--- config.mk ---
export PLATFORM = sky130hd
export DESIGN_NAME = freq_bcd_formatter_flat
export DESIGN_NICKNAME = d
export VERILOG_FILES = /design/src/rtl/freq_bcd_if.sv /design/src/rtl/freq_bcd_formatter.sv /design/src/flat_wrapper.sv
export SDC_FILE = /design/constraint.sdc
export NUM_CORES = 1
export LEC_CHECK = 0
export CAP_MARGIN = 20
export CORE_ASPECT_RATIO = 1.2
export CORE_MARGIN = 2
export CORE_UTILIZATION = 25
export CTS_CLUSTER_SIZE = 20
export DETAILED_ROUTE_END_ITERATION = 12
export PLACE_DENSITY_LB_ADDON = 0.15
export SLEW_MARGIN = 25
export SYNTH_ARGS = -nofsm -noshare
export SYNTH_HDL_FRONTEND = slang
export SYNTH_SLANG_ARGS = --single-unit
--- constraint.sdc ---
create_clock -name clk -period 2.4 [get_ports clk]
set_input_delay 0.24 -clock clk [delete_from_list [all_inputs] [get_ports clk]]
set_output_delay 0.24 -clock clk [all_outputs]
set_load 0.05 [all_outputs]
--- src/rtl/freq_bcd_if.sv ---
// Request/result bundle between the frequency source and the BCD formatter.
// The master drives a request; the slave returns display digits and status.
interface freq_bcd_if;
   logic        start;
   logic [19:0] freq_in;
   logic [3:0]  hex0;
   logic [3:0]  hex1;
   logic [3:0]  hex2;
   logic [3:0]  hex3;
   logic [3:0]  dp_out;
   logic        busy;
   logic        done;
   logic        ovf;

   modport master (
      output start,
      output freq_in,
      input  hex0,
      input  hex1,
      input  hex2,
      input  hex3,
      input  dp_out,
      input  busy,
      input  done,
      input  ovf
   );

   modport slave (
      input  start,
      input  freq_in,
      output hex0,
      output hex1,
      output hex2,
      output hex3,
      output dp_out,
      output busy,
      output done,
      output ovf
   );
endinterface

--- src/rtl/freq_bcd_formatter.sv ---
// 20-bit Hz value to four auto-ranged BCD digits with decimal points,
// using a sequential double-dabble converter.
module freq_bcd_formatter #(
   parameter logic [3:0] ERR_DIGIT   = 4'hE,
   parameter int         CONV_CYCLES = 20
) (
   input logic       clk,
   input logic       rst_n,
   freq_bcd_if.slave bus
);

   typedef enum logic [1:0] {
      IDLE,
      SHIFT,
      FORMAT
   } state_t;

   localparam logic [19:0] MAX_IN_RANGE = 20'd999999;
   localparam logic [4:0]  LAST_ITER    = 5'(CONV_CYCLES - 1);

   state_t      state_q;
   state_t      state_d;

   logic [19:0] bin_q;
   logic [23:0] bcd_q;
   logic [4:0]  cnt_q;
   logic        big_q;

   logic [23:0] bcd_adj;
   logic [15:0] fmt_hex;
   logic [3:0]  fmt_dp;
   logic        last_iter;

   logic [15:0] hex_q;
   logic [3:0]  dp_q;
   logic        ovf_q;
   logic        done_q;

   assign last_iter = (cnt_q == LAST_ITER);

   always_comb begin
      bcd_adj = bcd_q;
      for (int i = 0; i < 6; i++) begin
         if (bcd_q[4*i +: 4] >= 4'd5) begin
            bcd_adj[4*i +: 4] = bcd_q[4*i +: 4] + 4'd3;
         end
      end
   end

   // Range comes from the BCD digits; the error case from the raw input,
   // since values above 999999 wrap the six-digit accumulator.
   always_comb begin
      fmt_hex = bcd_q[15:0];
      fmt_dp  = 4'b0000;
      if (big_q) begin
         fmt_hex = {4{ERR_DIGIT}};
         fmt_dp  = 4'b0000;
      end else if (bcd_q[23:20] != 4'd0) begin
         fmt_hex = bcd_q[23:8];
         fmt_dp  = 4'b0010;
      end else if (bcd_q[19:16] != 4'd0) begin
         fmt_hex = bcd_q[19:4];
         fmt_dp  = 4'b0100;
      end
   end

   always_comb begin
      state_d = state_q;
      unique case (state_q)
         IDLE: begin
            if (bus.start) begin
               state_d = SHIFT;
            end
         end
         SHIFT: begin
            if (last_iter) begin
               state_d = FORMAT;
            end
         end
         FORMAT: begin
            state_d = IDLE;
         end
         default: begin
            state_d = IDLE;
         end
      endcase
   end

   always_ff @(posedge clk or negedge rst_n) begin
      if (!rst_n) begin
         state_q <= IDLE;
      end else begin
         state_q <= state_d;
      end
   end

   always_ff @(posedge clk or negedge rst_n) begin
      if (!rst_n) begin
         bin_q  <= '0;
         bcd_q  <= '0;
         cnt_q  <= '0;
         big_q  <= 1'b0;
         hex_q  <= '0;
         dp_q   <= '0;
         ovf_q  <= 1'b0;
         done_q <= 1'b0;
      end else begin
         done_q <= 1'b0;
         unique case (state_q)
            IDLE: begin
               if (bus.start) begin
                  bin_q <= bus.freq_in;
                  bcd_q <= '0;
                  cnt_q <= '0;
                  big_q <= (bus.freq_in > MAX_IN_RANGE);
               end
            end
            SHIFT: begin
               {bcd_q, bin_q} <= {bcd_adj, bin_q} << 1;
               cnt_q          <= cnt_q + 5'd1;
            end
            FORMAT: begin
               hex_q  <= fmt_hex;
               dp_q   <= fmt_dp;
               ovf_q  <= big_q;
               done_q <= 1'b1;
            end
            default: begin
               done_q <= 1'b0;
            end
         endcase
      end
   end

   assign bus.hex0   = hex_q[3:0];
   assign bus.hex1   = hex_q[7:4];
   assign bus.hex2   = hex_q[11:8];
   assign bus.hex3   = hex_q[15:12];
   assign bus.dp_out = dp_q;
   assign bus.ovf    = ovf_q;
   assign bus.done   = done_q;
   assign bus.busy   = (state_q != IDLE);

endmodule

--- src/flat_wrapper.sv ---
// flat-port wrapper written by rule: the top's interface ports become plain ports
module freq_bcd_formatter_flat 
#(
   parameter logic [3:0] ERR_DIGIT   = 4'hE,
   parameter int         CONV_CYCLES = 20
)
  (clk, rst_n, bus_start, bus_freq_in, bus_hex0, bus_hex1, bus_hex2, bus_hex3, bus_dp_out, bus_busy, bus_done, bus_ovf);
  freq_bcd_if bus_i ();
  input logic clk;
  input logic rst_n;
  input wire logic [$bits(bus_i.start)-1:0] bus_start;
  input wire logic [$bits(bus_i.freq_in)-1:0] bus_freq_in;
  output wire logic [$bits(bus_i.hex0)-1:0] bus_hex0;
  output wire logic [$bits(bus_i.hex1)-1:0] bus_hex1;
  output wire logic [$bits(bus_i.hex2)-1:0] bus_hex2;
  output wire logic [$bits(bus_i.hex3)-1:0] bus_hex3;
  output wire logic [$bits(bus_i.dp_out)-1:0] bus_dp_out;
  output wire logic [$bits(bus_i.busy)-1:0] bus_busy;
  output wire logic [$bits(bus_i.done)-1:0] bus_done;
  output wire logic [$bits(bus_i.ovf)-1:0] bus_ovf;
  assign bus_i.start = bus_start;
  assign bus_i.freq_in = bus_freq_in;
  assign bus_hex0 = bus_i.hex0;
  assign bus_hex1 = bus_i.hex1;
  assign bus_hex2 = bus_i.hex2;
  assign bus_hex3 = bus_i.hex3;
  assign bus_dp_out = bus_i.dp_out;
  assign bus_busy = bus_i.busy;
  assign bus_done = bus_i.done;
  assign bus_ovf = bus_i.ovf;
  freq_bcd_formatter #(.ERR_DIGIT(ERR_DIGIT), .CONV_CYCLES(CONV_CYCLES)) u_core (.clk(clk), .rst_n(rst_n), .bus(bus_i));
endmodule
# Word level (Yosys, flattened, before mapping)
# Index checks and enable logic that the tools add are counted.
[word_totals]
ff_bits = 74
output_inout_bits = 23
[classes]
addsub = 7
order_cmp = 7
eq_ne = 5
muxes = 22
reduce_logical = 8
[ops]
columns = ["op", "n"]
rows = [
  ["16-bit 2-to-1 mux", 3],
  ["24-bit one-hot mux with 2 select lines", 1],
  ["20-bit one-hot mux with 2 select lines", 1],
  ["4-bit 2-to-1 mux", 7],
  ["4-bit by 3-bit >= comparator with 1-bit output (second input constant)", 6],
  ["24-bit 2-to-1 mux", 1],
  ["4-bit by 2-bit adder with 4-bit output (second input constant)", 5],
  ["20-bit > comparator (second input constant)", 1],
  ["20-bit 2-to-1 mux", 1],
  ["5-bit one-hot mux with 2 select lines", 1],
  ["4-bit nonzero test", 2],
  ["3-bit 2-to-1 mux", 2],
  ["2-bit AND reduction", 3],
  ["5-bit by 1-bit adder with 5-bit output (second input constant)", 1],
  ["5-bit == test (second input constant)", 1],
  ["5-bit 2-to-1 mux", 1],
  ["2-bit 2-to-1 mux", 2],
  ["2-bit one-hot mux with 2 select lines", 1],
  ["2-bit nonzero test", 2],
  ["3-bit by 2-bit adder with 3-bit output (second input constant)", 1],
  ["2-bit by 1-bit == test with 1-bit output (second input constant)", 1],
  ["2-bit == test (second input constant)", 1],
  ["2-bit logical NOT", 1],
  ["2-bit by 1-bit != test with 1-bit output (second input constant)", 1],
  ["other kinds (2)", 2],
]

# Depth between registers and ports, before layout
# Gate-level depths: netlist (run 1).
[logic_depth]
ltp_word = 4
ltp_mapped = 7
ltp_nobuf = 6

# Worst setup path before layout (run 1)
# OpenSTA, ideal clock, no wires.
[synth_timing]
kind = "register to register"
startpoint = "register u_core.bcd_q[16]"
endpoint = "register u_core.hex_q[8]"
setup_ns = 0.126
t_arrival_ns = 1.573
required_ns = 2.274
path_slack_ns = 0.701
path_stages_with_launch = 8
path_cell_list = "dfrtp_1 inv_1 ha_1 or3b_1 clkbuf_2 nand2_1 a21oi_1 a221o_1"
[synth_between]
elab_chain_len = 4
[synth_lines]
columns = ["item", "line_no", "rtl"]
rows = [
  ["from (decl)", "freq_bcd_formatter.sv:25", "logic [23:0] bcd_q;"],
  ["from (signal assigned)", "freq_bcd_formatter.sv:119", "{bcd_q, bin_q} <= {bcd_adj, bin_q} << 1;"],
  ["4-bit nonzero test", "freq_bcd_formatter.sv:61", "end else if (bcd_q[19:16] != 4'd0) begin"],
  ["16-bit 2-to-1 mux", "freq_bcd_formatter.sv:61", ""],
  ["16-bit 2-to-1 mux (*)", "freq_bcd_formatter.sv:58", "end else if (bcd_q[23:20] != 4'd0) begin"],
  ["16-bit 2-to-1 mux (*)", "freq_bcd_formatter.sv:55", "if (big_q) begin"],
  ["to (signal assigned)", "freq_bcd_formatter.sv:123", "hex_q <= fmt_hex;"],
  ["to (decl)", "freq_bcd_formatter.sv:34", "logic [15:0] hex_q;"],
]
# Mark *: on every way between the ends. The rest lies on a longest branch, timed or not.
# A chain may end at the register's enable or synchronous reset.

# Worst setup path in the final report (run 1)
[layout_timing]
startpoint = "register u_core.bcd_q[16]"
endpoint = "register u_core.hex_q[12]"
[layout_between]
elab_chain_len = 4
[layout_lines]
columns = ["item", "line_no"]
rows = [
  ["4-bit nonzero test", "freq_bcd_formatter.sv:61"],
  ["16-bit 2-to-1 mux (*)", "freq_bcd_formatter.sv:61"],
  ["16-bit 2-to-1 mux (*)", "freq_bcd_formatter.sv:58"],
  ["16-bit 2-to-1 mux (*)", "freq_bcd_formatter.sv:55"],
]
# Marked as above.

==> results of run 1 <==
==> metrics by stage <==
step | power (uW) | instance area (um^2) | cells
6_report | 6564 | 4559 | 597
5_1_grt | 7095 | 4559 | 597
4_1_cts | 6645 | 4559 | 597
3_5_place_dp | 5329 | 4264 | 580
3_3_place_gp | 5312 | 4264 | 580
2_1_floorplan | 4410 | 3646 | 376
==> power groups by stage <==
stage / Clock, uW / Combinational, uW / Sequential, uW
finish: 1290 / 3050 / 2230
global route: 1380 / 3400 / 2320
CTS: 1330 / 3080 / 2240
detailed placement: 0 / 3080 / 2250
global placement: 0 / 3060 / 2250
floorplan: 0 / 1860 / 2550
==> worst max-delay path: cells and delay by family, from the launching register on <==
kind,cells,cell delay (ps)
AOI/OAI and AO/OA,2,340
DFF,1,420
buffers and inverters,1,130
adders and majority gates,1,290
and+or+nand+nor,2,740
==> layer usage <==
| metal | track usage (%) | vias to the layer above |
|---|---|---|
| met2 | 19.64 | 75 |
| met4 | 5.827 | 0 |
| met5 | 0 | - |
| li1 | - | 1450 |
| met1 | 17.40 | 1427 |
| met3 | 2.586 | 15 |
==> final cells by class <==
cell class	instances	share of cell area, %
Timing Repair Buffer	57	11.91
Clock buffer	13	5.928
Clock inverter	3	0.3293
Tap cell	175	4.802
Inverter	15	1.235
Sequential cell	72	39.52
Multi-Input combinational cell	262	36.28
==> registers in the layout (all words and copies together) (netlist names) <==
signal	flops
u_core.bus.done	1
u_core.bus.ovf	1
u_core.bin_q	20
u_core.hex_q	16
u_core.big_q	1
u_core.bcd_q	24
u_core.state_q	2
u_core.cnt_q	5
u_core.bus.dp_out	2
==> worst paths after layout <==
path / cells past startpoint / endpoint / slack, ps
max: 6 / u_core.hex_q[12]$_DFFE_PN0P_ / 360
min: 2 / u_core.hex_q[4]$_DFFE_PN0P_ / 480
max reg2reg: 6 / u_core.hex_q[12]$_DFFE_PN0P_ / 360
min reg2reg: 2 / u_core.bus.ovf$_DFFE_PN0P_ / 480
max in group asynchronous: 3 / u_core.bin_q[16]$_DFFE_PN0P_ / 1240
min in group clk: 2 / u_core.bus.ovf$_DFFE_PN0P_ / 480
==> kinds of logic after synthesis <==
family	Yosys count	share of synthesized area, %
AO/OA/AOI/OAI	123	22.91
XOR/XNOR	8	1.924
adder cells (fa/ha/maj)	14	4.809
buffers and inverters	42	5.221
flip-flops	72	49.47
multiplexers	1	0.3092
other	1	0.1030
AND/OR/NAND/NOR	114	15.25
==> timing repair <==
action	CTS	global route
hold buffers	1	0
endpoints found under the hold margin	27	0
endpoints found under the setup margin	0	0
resized for setup	0	0
==> cell usage in the layout, fill, tap and decap left out, types with 2 or more instances in the layout <==
master	n
clkbuf_16	9
nor2_1	16
a22oi_1	18
nand2_1	60
o21ai_0	27
a31oi_1	11
inv_1	15
nand4_1	3
clkbuf_8	3
xor2_1	2
nor3b_1	2
buf_4	13
conb_1	2
o31ai_1	7
nand2b_1	8
a22o_1	2
nand3_1	2
dfrtp_1	72
clkinv_2	3
a21oi_1	14
o22ai_1	19
a221o_1	10
o211ai_1	2
ha_1	14
xnor2_1	6
nor3b_2	2
nor3_1	8
o32ai_1	2
a32o_1	7
nor2b_1	2
clkdlybuf4s50_1	41
==> results.tsv, run 1 <==
stage	metric	value	unit
cts	h-tree-depth	3	
floorplanning	die_x	114.2	um
finish	layout.area.seq	0.001802	mm^2
sta	finalSetupViolations	0	
routing	vias_per_cell	4.970	
finish	nNetsFinal	454	
critical_path	critPathSlowestCell	or3b_1	
sta	setup_ws	357.0	ps
cts	cts_setup_buffers	0	
power	p_leak	0.001896	uW
sta	finalSetupTns	0	ps
logic_synthesis	synth_top_flop_cell	dfrtp_1	
finish	fill_cells	1493	
grt	grt_usage	12.81	%
critical_path	r2r-start	u_core.bcd_q[16]$_DFFE_PN0P_	
routing	dr_wl_met3	385	um
critical_path	required	2620	ps
routing	highest_layer	met4	
placed_design	dp_hpwl	6395	um
sta	finalHoldViolCount	0	
floorplanning	chipHeight	136.2	um
logic_synthesis	syn_inst	375	
power	intPower	3753	uW
sta	finalCritPeriodShare	85.12	%
cts	cts_sinks	72	
routing	routedLengthMet1	4433	um
routing	drtAntennaViolNets	0	
power	power.net_switching	2811	uW
power	swShare	42.82	%
placed_design	gp_congestion	0.7713	
routing	drc	0	
cts	clock_path_buffers	2	
grt	grt_pass1_wl	15510	um
finish	final_util	31.90	%
logic_synthesis	yosys_warnings	0	
logic_synthesis	synthArstFlopShare	100.0	%
floorplanning	rows	48	
critical_path	path_class	reg2reg	
finish	drive_gt1_share	8.768	%
finish	antennaDiodeCount	0	
cts	root_buffer	clkbuf_16	
cts	clk_pin_slew	60	ps
logic_synthesis	seq_area_frac_synth	49.47	%
critical_path	endpoint_kind	flop	
power	power_frac_seq	33.9	%
routing	drt_first_pass_iters	5	
run_status	status	complete, no violations	
critical_path	crit_chain	inv_1 > ha_1 > or3b_1 > nand2_1 > a21oi_1 > a221o_1	
grt	grt_overflow_total	0	
power	combPwrFrac	46.4	%
sta	slew_viol_final	0	
grt	grt_pass1_vias	2965	
sta	hold_ws	479.2	ps
routing	routedWlPerCell	15.35	um
cts	clk_latency	340	ps
logic_synthesis	ys_top_cells_by_area	dfrtp_1 (49%), nand2_1 (6.2%), ha_1 (4.8%)	
critical_path	crit_fanout	15	
logic_synthesis	synth_common_cells	dfrtp_1 (72), nand2_1 (60), o21ai_0 (27)	
grt	antenna_found_initial	0	
sta	finClkSkew	6.456	ps
min_path	hp-class	in2async	
floorplanning	start_util	25.48	%
logic_synthesis	syn_area_per_cell	9.713	um^2
finish	area_delta_synth_final	25.18	%
cts	cts_tree	done	
power	p_clk_share	19.6	%
floorplanning	dieArea	0.01555	mm^2
logic_synthesis	synth_top_cell_by_area	dfrtp_1	
power	power_density	1440	mW/mm^2
sta	fin_crit	2043	ps
sta	worst_pin_slew	676.3	ps
logic_synthesis	yosysMostFrequentCell	dfrtp_1	
floorplanning	num_io_pins	46	
critical_path	cp.arrival	2260	ps
logic_synthesis	post_synth_num_cell_types	47	
floorplanning	core	0.01429	mm^2
critical_path	worstSetupStartpoint	u_core.bcd_q[16]$_DFFE_PN0P_	
logic_synthesis	synth-seq-cells	72	
logic_synthesis	synth_area	0.003642	mm^2
placed_design	place_ws	382.1	ps
routing	routed_wl	9164	um
power	irDropWorstVdd	0.4429	mV
critical_path	crit_path_start_kind	flop	
critical_path	cp_slowest_stage_delay	600	ps
routing	dr_wl_met2	4138	um
run	cap_viol_max_count	0	
logic_synthesis	synth_edf_count	0	
sta	slew_headroom	54.91	%
sta	fmax	0.4895	GHz
placed_design	io_buffers	43	
finish	multi_input_area	0.001654	mm^2
routing	vias	2967	
cts	numCtsBuffers	9	
logic_synthesis	yosys.area.top_type_share	49.47	%
sta	rsz0062_at_grt	false	
grt	grt_max_degree	46	
routing	drtIter0Drc	139	
(Power assumes the default switching activity.)
==> run 2: changes to the inputs <==
--- a/config.mk
+++ b/config.mk
@@ -7,7 +7,6 @@
 export LEC_CHECK = 0
 export CAP_MARGIN = 20
 export CORE_ASPECT_RATIO = 1.2
-export CORE_MARGIN = 2
 export CORE_UTILIZATION = 25
 export CTS_CLUSTER_SIZE = 20
 export DETAILED_ROUTE_END_ITERATION = 12
==> run 2 against run 1 <==
Effect of this change: critical endpoint is now u_core.hex_q[0]$_DFFE_PN0P_; first-iteration DRC count down 24%; largest cell class unchanged; via count up 0.34%; the run now ends with design-rule violations left; worst hold slack worse by 89 ps.
==> results.tsv, run 2 (synthesized netlist as in run 1, its figures left out) <==
stage	metric	value	unit
critical_path	crit_chain	inv_1 > ha_1 > or3b_1 > nand2_1 > a21oi_1 > a221o_1	
finish	layout_common_cells	dfrtp_1 (72), nand2_1 (60), clkdlybuf4s50_1 (41)	
power	p_leak	0.001899	uW
cts	h-tree-depth	3	
cts	cts_tree	done	
finish	largest_register_ffs	24	
run	cap_viol_max_count	0	
finish	top_register	u_core.bcd_q	
cts	clk_latency	340	ps
floorplanning	core	0.01400	mm^2
finish	area_delta_synth_final	25.46	%
critical_path	worstSetupStartpoint	u_core.bcd_q[16]$_DFFE_PN0P_	
finish	nNetsFinal	454	
routing	drt_first_pass_iters	8	
cts	cts_sinks	72	
routing	vias_per_cell	5.020	
critical_path	path_buf_inv	1	
sta	slew_viol_final	0	
grt	grt_overflow_total	0	
critical_path	path_delay_family	simple AND/OR/NAND/NOR gates	
placed_design	gp_congestion	0.7641	
critical_path	crit_fanout	15	
routing	drtIter0Drc	106	
routing	drc	5	
cts	numCtsBuffers	9	
cts	clk_pin_slew	60	ps
routing	drtAntennaViolNets	0	
critical_path	reg2reg_to	u_core.hex_q[0]$_DFFE_PN0P_	
placed_design	dp_hpwl	6346	um
power	power_density	1460	mW/mm^2
critical_path	regToRegSetupSlack	360	ps
critical_path	required	2620	ps
critical_path	r2r.worst_path.cells	6	
sta	rsz0062_at_grt	false	
floorplanning	start_util	26.02	%
sta	setup_ws	362.6	ps
floorplanning	dieArea	0.01506	mm^2
run_status	status	finished, violations left	
cts	root_buffer	clkbuf_16	
sta	finalHoldViolCount	0	
floorplanning	chipHeight	134.2	um
routing	routedWlPerCell	15.39	um
critical_path	crit_path_start_kind	flop	
finish	antennaDiodeCount	0	
critical_path	cp.depth	6	
routing	vias	2977	
critical_path	endpoint_kind	flop	
cts	clock_path_buffers	2	
run_status	violations	design-rule violations	
sta	finalSetupViolations	0	
power	power	6671	uW
min_path	hp-class	in2async	
critical_path	cp_slowest_stage_delay	600	ps
routing	routed_wl	9126	um
placed_design	io_buffers	43	
floorplanning	num_io_pins	46	
grt	grt_max_degree	55	
critical_path	crit_end	u_core.hex_q[0]$_DFFE_PN0P_	
grt	grt_pass1_wl	15280	um
critical_path	path_class	reg2reg	
sta	fmax	0.4908	GHz
grt	antenna_found_initial	0	
sta	finalSetupTns	0	ps
critical_path	critPathSlowestCell	or3b_1	
power	irDropWorstVdd	0.4033	mV
finish	top_regs	u_core.bcd_q: 24 flops, u_core.bin_q: 20 flops, u_core.hex_q: 16 flops	
critical_path	cp.arrival	2250	ps
floorplanning	die_x	112.2	um
cts	cts_setup_buffers	0	
finish	drive_gt1_share	8.531	%
finish	mostFrequentLayoutCell	dfrtp_1	
grt	grt_usage	13.12	%
sta	slew_headroom	65.67	%
sta	finClkSkew	4.589	ps
floorplanning	rows	47	
sta	finalCritPeriodShare	84.89	%
placed_design	place_ws	380.8	ps
sta	worst_pin_slew	511.0	ps
grt	grt_pass1_vias	2826	
sta	fin_crit	2037	ps
critical_path	r2r-start	u_core.bcd_q[16]$_DFFE_PN0P_	
==> run 2: cell count changes in the layout (fill, tap and decap cells not counted) <==
cell / delta
clkbuf_1: +1
bufinv_16: +1
clkinv_2: -1
clkbuf_8: -1
==> run 2: timing repair <==
action | CTS | global route
hold endpoints to repair | 18 | 0
hold buffers | 1 | 0
resized for setup | 0 | 0
==> run 2: worst reg2reg max path: stages (launching register included) <==
cell and delay, ps:
dfrtp_1 420, inv_1 130, ha_1 300, or3b_1 600, nand2_1 150, a21oi_1 80, a221o_1 260
==> run 2: layer usage <==
layer | part of all wire [%] | GRT usage [%]
met5 | 0 | 0
met4 | 1.5 | 6.000
met3 | 3.5 | 2.531
met2 | 47 | 20.88
met1 | 48 | 17.23
==> run 2: how the worst min path moves through the flow <==
stage,slack [ps],from,cells past startpoint,endpoint
floorplan,-60,rst_n,0,u_core.bcd_q[0]$_DFFE_PN0P_
global placement,220,rst_n,1,u_core.bus.done$_DFF_PN0_
detailed placement,230,rst_n,1,u_core.bus.done$_DFF_PN0_
CTS,400,rst_n,2,u_core.hex_q[6]$_DFFE_PN0P_
global route,430,rst_n,2,u_core.bus.done$_DFF_PN0_
finish,390,rst_n,2,u_core.hex_q[6]$_DFFE_PN0P_
==> run 2: report_power, final <==
| part | total, uW | switching (uW) | internal (uW) |
|---|---|---|---|
| clock | 1370 | 512 | 859 |
| sequential | 2230 | 505 | 1730 |
| combinational | 3070 | 1810 | 1260 |
==> run 2: stage by stage <==
step                      hold WS [ps]  utilization, %  cells  area (um^2)
after CTS                        401.3           32.65    593         4569
after global placement           223.0           30.43    576         4259
final                            390.6           32.65    593         4569
after floorplan                 -55.59               -    376         3646
after detailed placement         225.9           30.43    576         4259
after global routing             430.0           32.65    593         4569
==> run 2: cell type report <==
cell class	instances	area (um^2)
Clock buffer	13	260.3
Clock inverter	3	40.04
Fill cell	1477	9427
Inverter	15	56.30
Multi-Input combinational cell	262	1654
Sequential cell	72	1802
Tap cell	171	214.0
Timing Repair Buffer	57	543.0
